<file path="config.mk">
export PLATFORM = sky130hd
export DESIGN_NAME = alu_serial_seq
export DESIGN_NICKNAME = d
export VERILOG_FILES = /design/src/rtl/alu_serial_seq.sv
export SDC_FILE = /design/constraint.sdc
export NUM_CORES = 1
export LEC_CHECK = 0
export BUFFER_PORTS_ARGS = -buffer_cell sky130_fd_sc_hd__clkbuf_2
export CAP_MARGIN = 20
export CELL_PAD_IN_SITES_DETAIL_PLACEMENT = 1
export CELL_PAD_IN_SITES_GLOBAL_PLACEMENT = 1
export CORE_MARGIN = 4
export CORE_UTILIZATION = 23
export CTS_CLUSTER_SIZE = 30
export DETAILED_ROUTE_END_ITERATION = 6
export PLACE_DENSITY_LB_ADDON = 0.1
export RECOVER_POWER = 50
export SLEW_MARGIN = 10
export SYNTH_ARGS = -nofsm -noshare
export SYNTH_HDL_FRONTEND = slang
export SYNTH_SLANG_ARGS = --single-unit
</file>
<file path="constraint.sdc">
create_clock -name clk -period 1.7 [get_ports clk]
set_clock_uncertainty 0.15 [all_clocks]
set_input_delay 0.085 -clock clk [delete_from_list [all_inputs] [get_ports clk]]
set_output_delay 0.085 -clock clk [all_outputs]
set_load 0.01 [all_outputs]
</file>
<file path="src/rtl/alu_serial_seq.sv">
// Bit-serial ALU sequencer: streams WIDTH-bit operands LSB-first through an
// external 1-bit slice and collects its output into a right-shifting result.
module alu_serial_seq #(
  parameter int WIDTH = 8
) (
  input  logic             clk,
  input  logic             rst_n,
  input  logic             in_valid,
  output logic             in_ready,
  input  logic [4:0]       in_op,
  input  logic [WIDTH-1:0] in_a,
  input  logic [WIDTH-1:0] in_b,
  input  logic             in_cin,
  output logic             out_valid,
  input  logic             out_ready,
  output logic [WIDTH-1:0] out_result,
  output logic             out_carry,
  output logic             out_zero,
  output logic [4:0]       slice_op,
  output logic             slice_a,
  output logic             slice_b,
  output logic             slice_cin,
  input  logic             slice_o,
  input  logic             slice_cout
);

  localparam int CW = (WIDTH > 1) ? $clog2(WIDTH) : 1;
  localparam logic [CW-1:0] LAST = CW'(WIDTH - 1);

  localparam logic [1:0] S_IDLE = 2'd0;
  localparam logic [1:0] S_RUN  = 2'd1;
  localparam logic [1:0] S_DONE = 2'd2;

  logic [1:0]       state;
  logic [4:0]       op_reg;
  logic [WIDTH-1:0] a_reg, b_reg, res_reg;
  logic             carry_reg;
  logic [CW-1:0]    cnt;
  logic             run;

  always_ff @(posedge clk) begin
    if (!rst_n) begin
      state     <= S_IDLE;
      op_reg    <= '0;
      a_reg     <= '0;
      b_reg     <= '0;
      res_reg   <= '0;
      carry_reg <= 1'b0;
      cnt       <= '0;
    end else begin
      case (state)
        S_IDLE: if (in_valid) begin
          op_reg    <= in_op;
          a_reg     <= in_a;
          b_reg     <= in_b;
          carry_reg <= in_cin;
          res_reg   <= '0;
          cnt       <= '0;
          state     <= S_RUN;
        end
        S_RUN: begin
          a_reg     <= a_reg >> 1;
          b_reg     <= b_reg >> 1;
          carry_reg <= slice_cout;
          res_reg   <= {slice_o, res_reg[WIDTH-1:1]};
          // Counter parks at the last index so it never wraps.
          if (cnt == LAST) state <= S_DONE;
          else             cnt   <= cnt + 1'b1;
        end
        S_DONE: if (out_ready) state <= S_IDLE;
        default: state <= S_IDLE;
      endcase
    end
  end

  assign run        = (state == S_RUN);
  assign in_ready   = (state == S_IDLE);
  assign out_valid  = (state == S_DONE);
  assign out_result = res_reg;
  assign out_carry  = carry_reg;
  assign out_zero   = (res_reg == '0);

  assign slice_op  = run ? op_reg : 5'd0;
  assign slice_a   = run & a_reg[0];
  assign slice_b   = run & b_reg[0];
  assign slice_cin = run & carry_reg;

endmodule
</file>
## Word-level counts from Yosys, hierarchy flattened

Index checks and enable logic that the tools add are counted.

| word-level totals | value |
|---|---|
| flip-flop bits (word level) | 35 |
| latch bits | 0 |
| bits in writable memories | 0 |
| memory bits (read-only) | 0 |
| input bits | 28 |
| memories kept | 0 |

| operators by class | value |
|---|---|
| add/subtract/negate cells | 1 |
| $mul | 0 |
| divide/modulo/power cells | 0 |
| order comparisons | 0 |
| equal/unequal tests | 7 |
| shift operators | 0 |
| muxes and demuxes | 16 |
| bitwise logic cells | 3 |
| reduce and logical (&&, ||, !) cells | 7 |

Operators by type and width:

| operator | number |
|---|---|
| 8-bit one-hot mux with 2 select lines | 3 |
| 8-bit two-way mux | 3 |
| 8-bit zero test | 1 |
| 2-bit two-way mux | 3 |
| 3-bit two-way mux | 2 |
| 2-bit one-hot mux with 3 select lines | 1 |
| 3-bit one-hot mux with 2 select lines | 1 |
| 3-bit AND reduction | 2 |
| 5-bit two-way mux | 1 |
| 2-bit by 1-bit != test with 1-bit output, second input constant | 2 |
| 2-bit != test, second input constant | 2 |
| 2-bit AND reduction | 2 |
| 3-bit by 1-bit adder with 3-bit output, second input constant | 1 |
| 1-bit bitwise AND | 3 |
| 3-bit equality test, second input constant | 1 |
| 2-bit by 1-bit equality test with 1-bit output, second input constant | 1 |
| 2-bit equality test, second input constant | 1 |
| 2-bit zero test | 1 |
| 1-bit one-hot mux with 2 select lines | 1 |
| 2-bit nonzero test | 1 |
| 1-bit two-way mux | 1 |

## Depth between registers and ports, before layout

Gate-level depths: netlist of the first run.

| logic depth | value |
|---|---|
| depth after elaboration | 3 |
| depth in mapped cells | 5 |
| gate-level depth less buffers | 4 |

## Worst setup path after synthesis of the first run

No wires, ideal clock.

| timing path | value |
|---|---|
| kind | flip-flop to output port |
| from | register res_reg[4] (netlist: out_result[4]) |
| to | output port out_zero |
| arrival time | 1.037 ns |
| data required time | 1.465 ns |
| path slack | 0.428 ns |
| cell stages (with the launch flop) | 3 |
| path through | dfxtp_1 -> or4_1 -> nor2_1 |

| on the way | value |
|---|---|
| word-level cells in the longest chain between the ends | 1 |

Ends and longest elaborated chain:

| element | RTL line | RTL |
|---|---|---|
| start: declaration | 36 | `logic [WIDTH-1:0] a_reg, b_reg, res_reg;` |
| start signal: assignment | 65 | `res_reg <= {slice_o, res_reg[WIDTH-1:1]};` |
| 8-bit zero test | 81 | `assign out_zero = (res_reg == '0);` |
| end: declaration | 18 | `output logic out_zero,` |

Every way passes these cells.

## Final worst setup path of the first run

Ends and elaborated chain as after synthesis.

==> results of run 1 <==
-- Yosys cell counts (all sizes together) (2+ instances only) --
library cell  number  area [sq um]
or4                2          15.0
buf               10          65.1
o22ai              3          18.8
a22oi             11          82.6
nand2b             3          18.8
dfxtp             35           701
a21oi             28           140
ha                 2          25.0
mux2i              5          50.1
nand2             21          78.8
o21bai             2          30.0
o21ai             15          75.1
nor2b             17           106
and2               9          56.3
nor2               2          7.51
clkbuf             3          11.3
-- layer usage --
layer / part of all wire / routed length [um] / vias up / track usage
li1: - / - / 738 / -
met5: 0 / 0 / - / 0
met2: 0.49 / 2200 / 43 / 0.207
met1: 0.45 / 2010 / 697 / 0.148
met3: 0.060 / 270 / 2 / 0.0406
met4: 0.0051 / 23 / 0 / 0.0284
-- worst max-delay path, delay by kind of cell (launching register included) --
kind	cells	cell delay, ns
buf+inv	1	0.13
flops	1	0.34
simple gates	2	0.61
-- through the flow --
step                total power [mW]  hold WS, ns  cell area [sq um]   util
global route                    2.01       0.0316               2170  0.339
floorplan                       1.08       0.0691               1520      -
finish                          1.88      0.00383               2170  0.339
global placement                1.16        0.162               1800  0.283
detailed placement              1.17        0.172               1800  0.283
CTS                             1.93      0.00594               2170  0.340
-- cells in the final DEF (no fill, tap or decap) --
cell and count:
clkbuf_2 38, dfxtp_1 32, a21oi_1 28, dlygate4sd3_1 24, nand2_1 21, nor2b_1 17
o21ai_0 15, a22oi_1 11, and2_1 9, clkbuf_1 8, clkbuf_8 7, mux2i_1 5
buf_4 5, nand2b_1 3, o22ai_1 3, dfxtp_2 3, nor2_1 2, ha_1 2
buf_2 2, and2b_4 1, or4_4 1, or4_1 1, o21ba_2 1, a31oi_1 1
o21bai_2 1, nor3b_1 1, o21bai_4 1, inv_1 1, clkinvlp_4 1, and2b_2 1
-- logic make-up (layout without fill, tap and decap cells) --
kind of cell,Yosys count,count (layout),share of synthesized area
DFF,35,35,0.461
and+or+nand+nor,56,57,0.198
buffers and inverters,14,86,0.0527
muxes,5,5,0.0330
AOI/OAI and AO/OA,61,61,0.239
adders and majority gates,2,2,0.0165
-- timing repair --
| action | 4_1_cts | 5_1_grt |
|---|---|---|
| endpoints found under the setup margin | 8 | 18 |
| cloned | 1 | 0 |
| hold endpoints to repair | 23 | 0 |
| pin swaps | 0 | 1 |
| buffers inserted | 2 | 0 |
| hold buffers | 24 | 0 |
| gates resized for setup | 0 | 6 |
-- final timing paths --
path,from,end,slack (ns),cells past startpoint
worst max-delay path,out_result[4],out_zero,0.1,3
worst min-delay path,out_ready,state[1],0.004,4
worst max register to register,state[1],out_result[4],0.20,4
worst min register to register,a_reg[4],a_reg[3],0.34,2
-- final cells by class --
cell class	count	area [sq um]	area share
clock inverter	1	7.51	0.00346
inverter	1	3.75	0.00173
clock buffer	7	96.3	0.0445
tap	77	96.3	0.0445
timing repair buffer	77	508	0.234
sequential	35	704	0.325
multi-input combinational	125	751	0.346
-- power by group --
group          internal (mW)  leakage, nW  switching [mW]
Clock                  0.369       0.0505           0.314
Sequential             0.870        0.289          0.0279
Combinational          0.148        0.578           0.153
==> qor.yml, run 1 <==
run_status:
  status: "finished, final reports clean"
clock_network:
  root_buffer: "clkbuf_8"
  cts_made_buffers: 5
  clkTransAtPathRegs_ns: 0.08
  cts_buffer_depth: 2
  clock_latency_ns: 0.29
  htree_levels: 2
  cts_tree: "done"
  clock_sinks: 35
setup_path:
  worstSetupPathType: "reg2out"
  cpMaxStageDelayCell: "or4_4"
  start_kind: "flop"
  crit_arrival_ns: 1.37
  max_stage_delay_ns: 0.52
  path_max_fanout: 4
  worst_ep_required_time_ns: 1.46
  crit_chain: "or4_4, nor2_1, buf_2"
  cp-end-kind: "output pin"
logic_synthesis:
  synth_seq_cells: 35
  synth_area_sq_um: 1520
  yosysSeqAreaShare: 0.461
  syn_area_per_cell_sq_um: 8.78
  ys_warn_count: 0
  synth_ff_type: "dfxtp_1"
  postSynthCellCount: 173
  async_flop_share: 0
  syn_nets: 203
  synth_edf_count: 0
  yosys.cell_types.count: 23
floorplan:
  rows: 29
  dieArea_sq_um: 7970
  core_area_sq_um: 6390
  initial_utilization: 0.238
  die_w_um: 89.3
  pin_count: 48
  die_y_um: 89.3
timing:
  post-route-min-period_ns: 1.60
  fin_setup_tns_ns: 0
  slew_headroom: 0.593
  layout_worst_path_cycle_share: 0.942
  hold_viol_final: 0
  rsz0062_at_grt: "false"
  max_freq_ghz: 0.624
  slew_violations: 0
  tightest_slew_ns: 0.611
  setup_violations: 0
  fin_ws_ns: 0.0980
drt:
  num_vias: 1480
  ant_nets: 0
  drt-pass1-iter-count: 4
  drt-initial-drc-count: 21
  drc_errors: 0
  post_drt_wl_per_cell_um: 13.9
  via_per_inst: 4.58
  routed_wl_mm: 4.50
place:
  place_inst: 288
  portBuffers: 47
  gp_congestion: 0.670
  place_ws_ns: 0.212
  dp_hpwl_mm: 2.87
grt:
  grt_util_all_layers: 0.121
  grt_pass1_vias: 1550
  grt_max_degree: 39
  grt_pass1_wl_mm: 7.35
  grt_remaining_overflow: 0
  antenna_found_initial: 0
cells_and_area:
  num_antenna_cells: 0
  final_cells: 323
  n_fill_cell: 760
  drive_gt1_frac: 0.252
  area_growth_pct: 42.7
  final_nets: 275
power_and_ir_drop:
  vdd_drop_max_uv: 310
  p_per_area_nw_per_um2: 869
  leakage_nw: 0.917
flow_run:
  max_cap_violations: 0
hold_path:
  hp-class: "in2reg"
No activity file was read; power rests on OpenSTA's default activity.
==> inputs of run 2 (changes only) <==
--- a/config.mk
+++ b/config.mk
@@ -9,6 +9,7 @@
 export CAP_MARGIN = 20
 export CELL_PAD_IN_SITES_DETAIL_PLACEMENT = 1
 export CELL_PAD_IN_SITES_GLOBAL_PLACEMENT = 1
+export CORE_ASPECT_RATIO = 0.5
 export CORE_MARGIN = 4
 export CORE_UTILIZATION = 23
 export CTS_CLUSTER_SIZE = 30
==> qor.yml, run 2 (synthesized netlist as in run 1, its figures left out) <==
setup_path:
  cpMaxStageDelayCell: "or4_1"
  start_kind: "flop"
  cp_top_family: "simple AND/OR/NAND/NOR gates"
  worst_ep_required_time_ns: 1.46
  worstSetupPathType: "reg2out"
  max_stage_delay_ns: 0.52
  cp-end-kind: "output pin"
  crit_arrival_ns: 1.37
  crit_chain: "or4_1, nor2_1, clkbuf_2"
  path_max_fanout: 4
  crit_buf_inv: 1
timing:
  setup_violations: 0
  hold_slack_ns: 0.206
  post-route-min-period_ns: 1.60
  tightest_slew_ns: 0.668
  rsz0062_at_grt: "false"
  slew_violations: 0
  slew_headroom: 0.554
  fin_setup_tns_ns: 0
  hold_viol_final: 0
  layout_worst_path_cycle_share: 0.944
  max_freq_ghz: 0.623
power_and_ir_drop:
  p_seq_frac: 0.439
  vdd_drop_max_uv: 333
  p_switching_mw: 0.494
  p_int_mw: 1.56
  comb_power_share: 0.143
  p_per_area_nw_per_um2: 931
  clock_power_share: 0.418
  leakage_nw: 0.926
  switching_share: 0.241
cells_and_area:
  final_cells: 334
  post-route-util: 0.353
  area_growth_pct: 44.9
  fin_area_sq_um: 2200
  final_nets: 275
  final_common_cell: "clkbuf_2"
  final_cell_mix: "37 x clkbuf_2, 35 x dfxtp_1, 28 x a21oi_1"
  drive_gt1_frac: 0.215
  num_antenna_cells: 0
  n_fill_cell: 742
grt:
  antenna_found_initial: 0
  grt_pass1_vias: 1447
  grt_max_degree: 39
  grt_remaining_overflow: 0
  grt_pass1_wl_mm: 6.94
  grt_util_all_layers: 0.110
floorplan:
  rows: 20
  initial_utilization: 0.244
  dieArea_sq_um: 8050
  core_area_sq_um: 6230
  die_w_um: 123
  die_y_um: 65.5
  pin_count: 48
clock_network:
  clkTransAtPathRegs_ns: 0.05
  cts_made_buffers: 5
  clock_latency_ns: 0.27
  cts_tree: "done"
  root_buffer: "clkbuf_16"
  cts_buffer_depth: 2
  htree_levels: 2
  clock_sinks: 35
flow_run:
  max_cap_violations: 0
drt:
  routed_wl_mm: 4.24
  drt-pass1-iter-count: 4
  drt-initial-drc-count: 101
  drc_errors: 0
  via_per_inst: 4.31
  post_drt_wl_per_cell_um: 12.7
  ant_nets: 0
  num_vias: 1441
place:
  portBuffers: 47
  place_inst: 298
  placed_area_sq_um: 1820
  dp_hpwl_mm: 2.65
  gp_congestion: 0.658
hold_path:
  hp-class: "in2reg"
run_status:
  status: "finished, final reports clean"
-- run 2: layer usage --
layer  vias to the layer above  GRT usage  routed length [um]
met3                         4     0.0292                 239
met1                       664      0.146                2030
met5                         -          0                   0
met4                         0     0.0335                  36
met2                        30      0.175                1940
li1                        743          -                   -
-- run 2: timing repair --
action / 4_1_cts / 5_1_grt
resized for setup: 0 / 1
hold buffers: 25 / 0
buffers inserted: 0 / 2
pin swaps: 0 / 0
gates cloned: 1 / 0
endpoints found under the hold margin: 24 / 0
endpoints found under the setup margin: 8 / 24
-- run 2: per-stage QoR --
step | worst slack (ns) | total power [mW]
after global routing | 0.0218 | 2.18
final | 0.0955 | 2.05
after detailed placement | 0.159 | 1.17
after global placement | 0.257 | 1.16
after CTS | 0.0301 | 2.10
after floorplan | 0.428 | 1.08
-- run 2: cell type report --
class,instances,area (sq um),area share
Clock buffer,7,133,0.0603
Sequential cell,35,701,0.318
Clock inverter,1,5.00,0.00227
Tap cell,88,110,0.0500
Inverter,1,3.75,0.00171
Timing Repair Buffer,77,504,0.229
Multi-Input combinational cell,125,744,0.338
-- run 2: tightest hold or removal path: cells and delay by family --
kind | cells | cell delay, ns
buffers and inverters | 1 | 0.10
AOI/OAI and AO/OA | 1 | 0.14
and+or+nand+nor | 2 | 0.24
-- run 2: worst paths after layout --
kind	from	endpoint	slack, ns	depth (start not counted)
max	out_result[4]	out_zero	0.1	3
min	in_valid	b_reg[7]	0.21	4
max reg2reg	state[0]	cnt[0]	0.18	4
min reg2reg	a_reg[4]	a_reg[3]	0.33	2
-- run 2: power groups by stage --
| stage | clock network (mW) | registers (mW) | logic, mW |
|---|---|---|---|
| after floorplan | 0 | 0.910 | 0.173 |
| after global placement | 0 | 0.914 | 0.250 |
| after detailed placement | 0 | 0.915 | 0.252 |
| after CTS | 0.897 | 0.899 | 0.302 |
| after global routing | 0.941 | 0.906 | 0.334 |
| final | 0.856 | 0.900 | 0.294 |
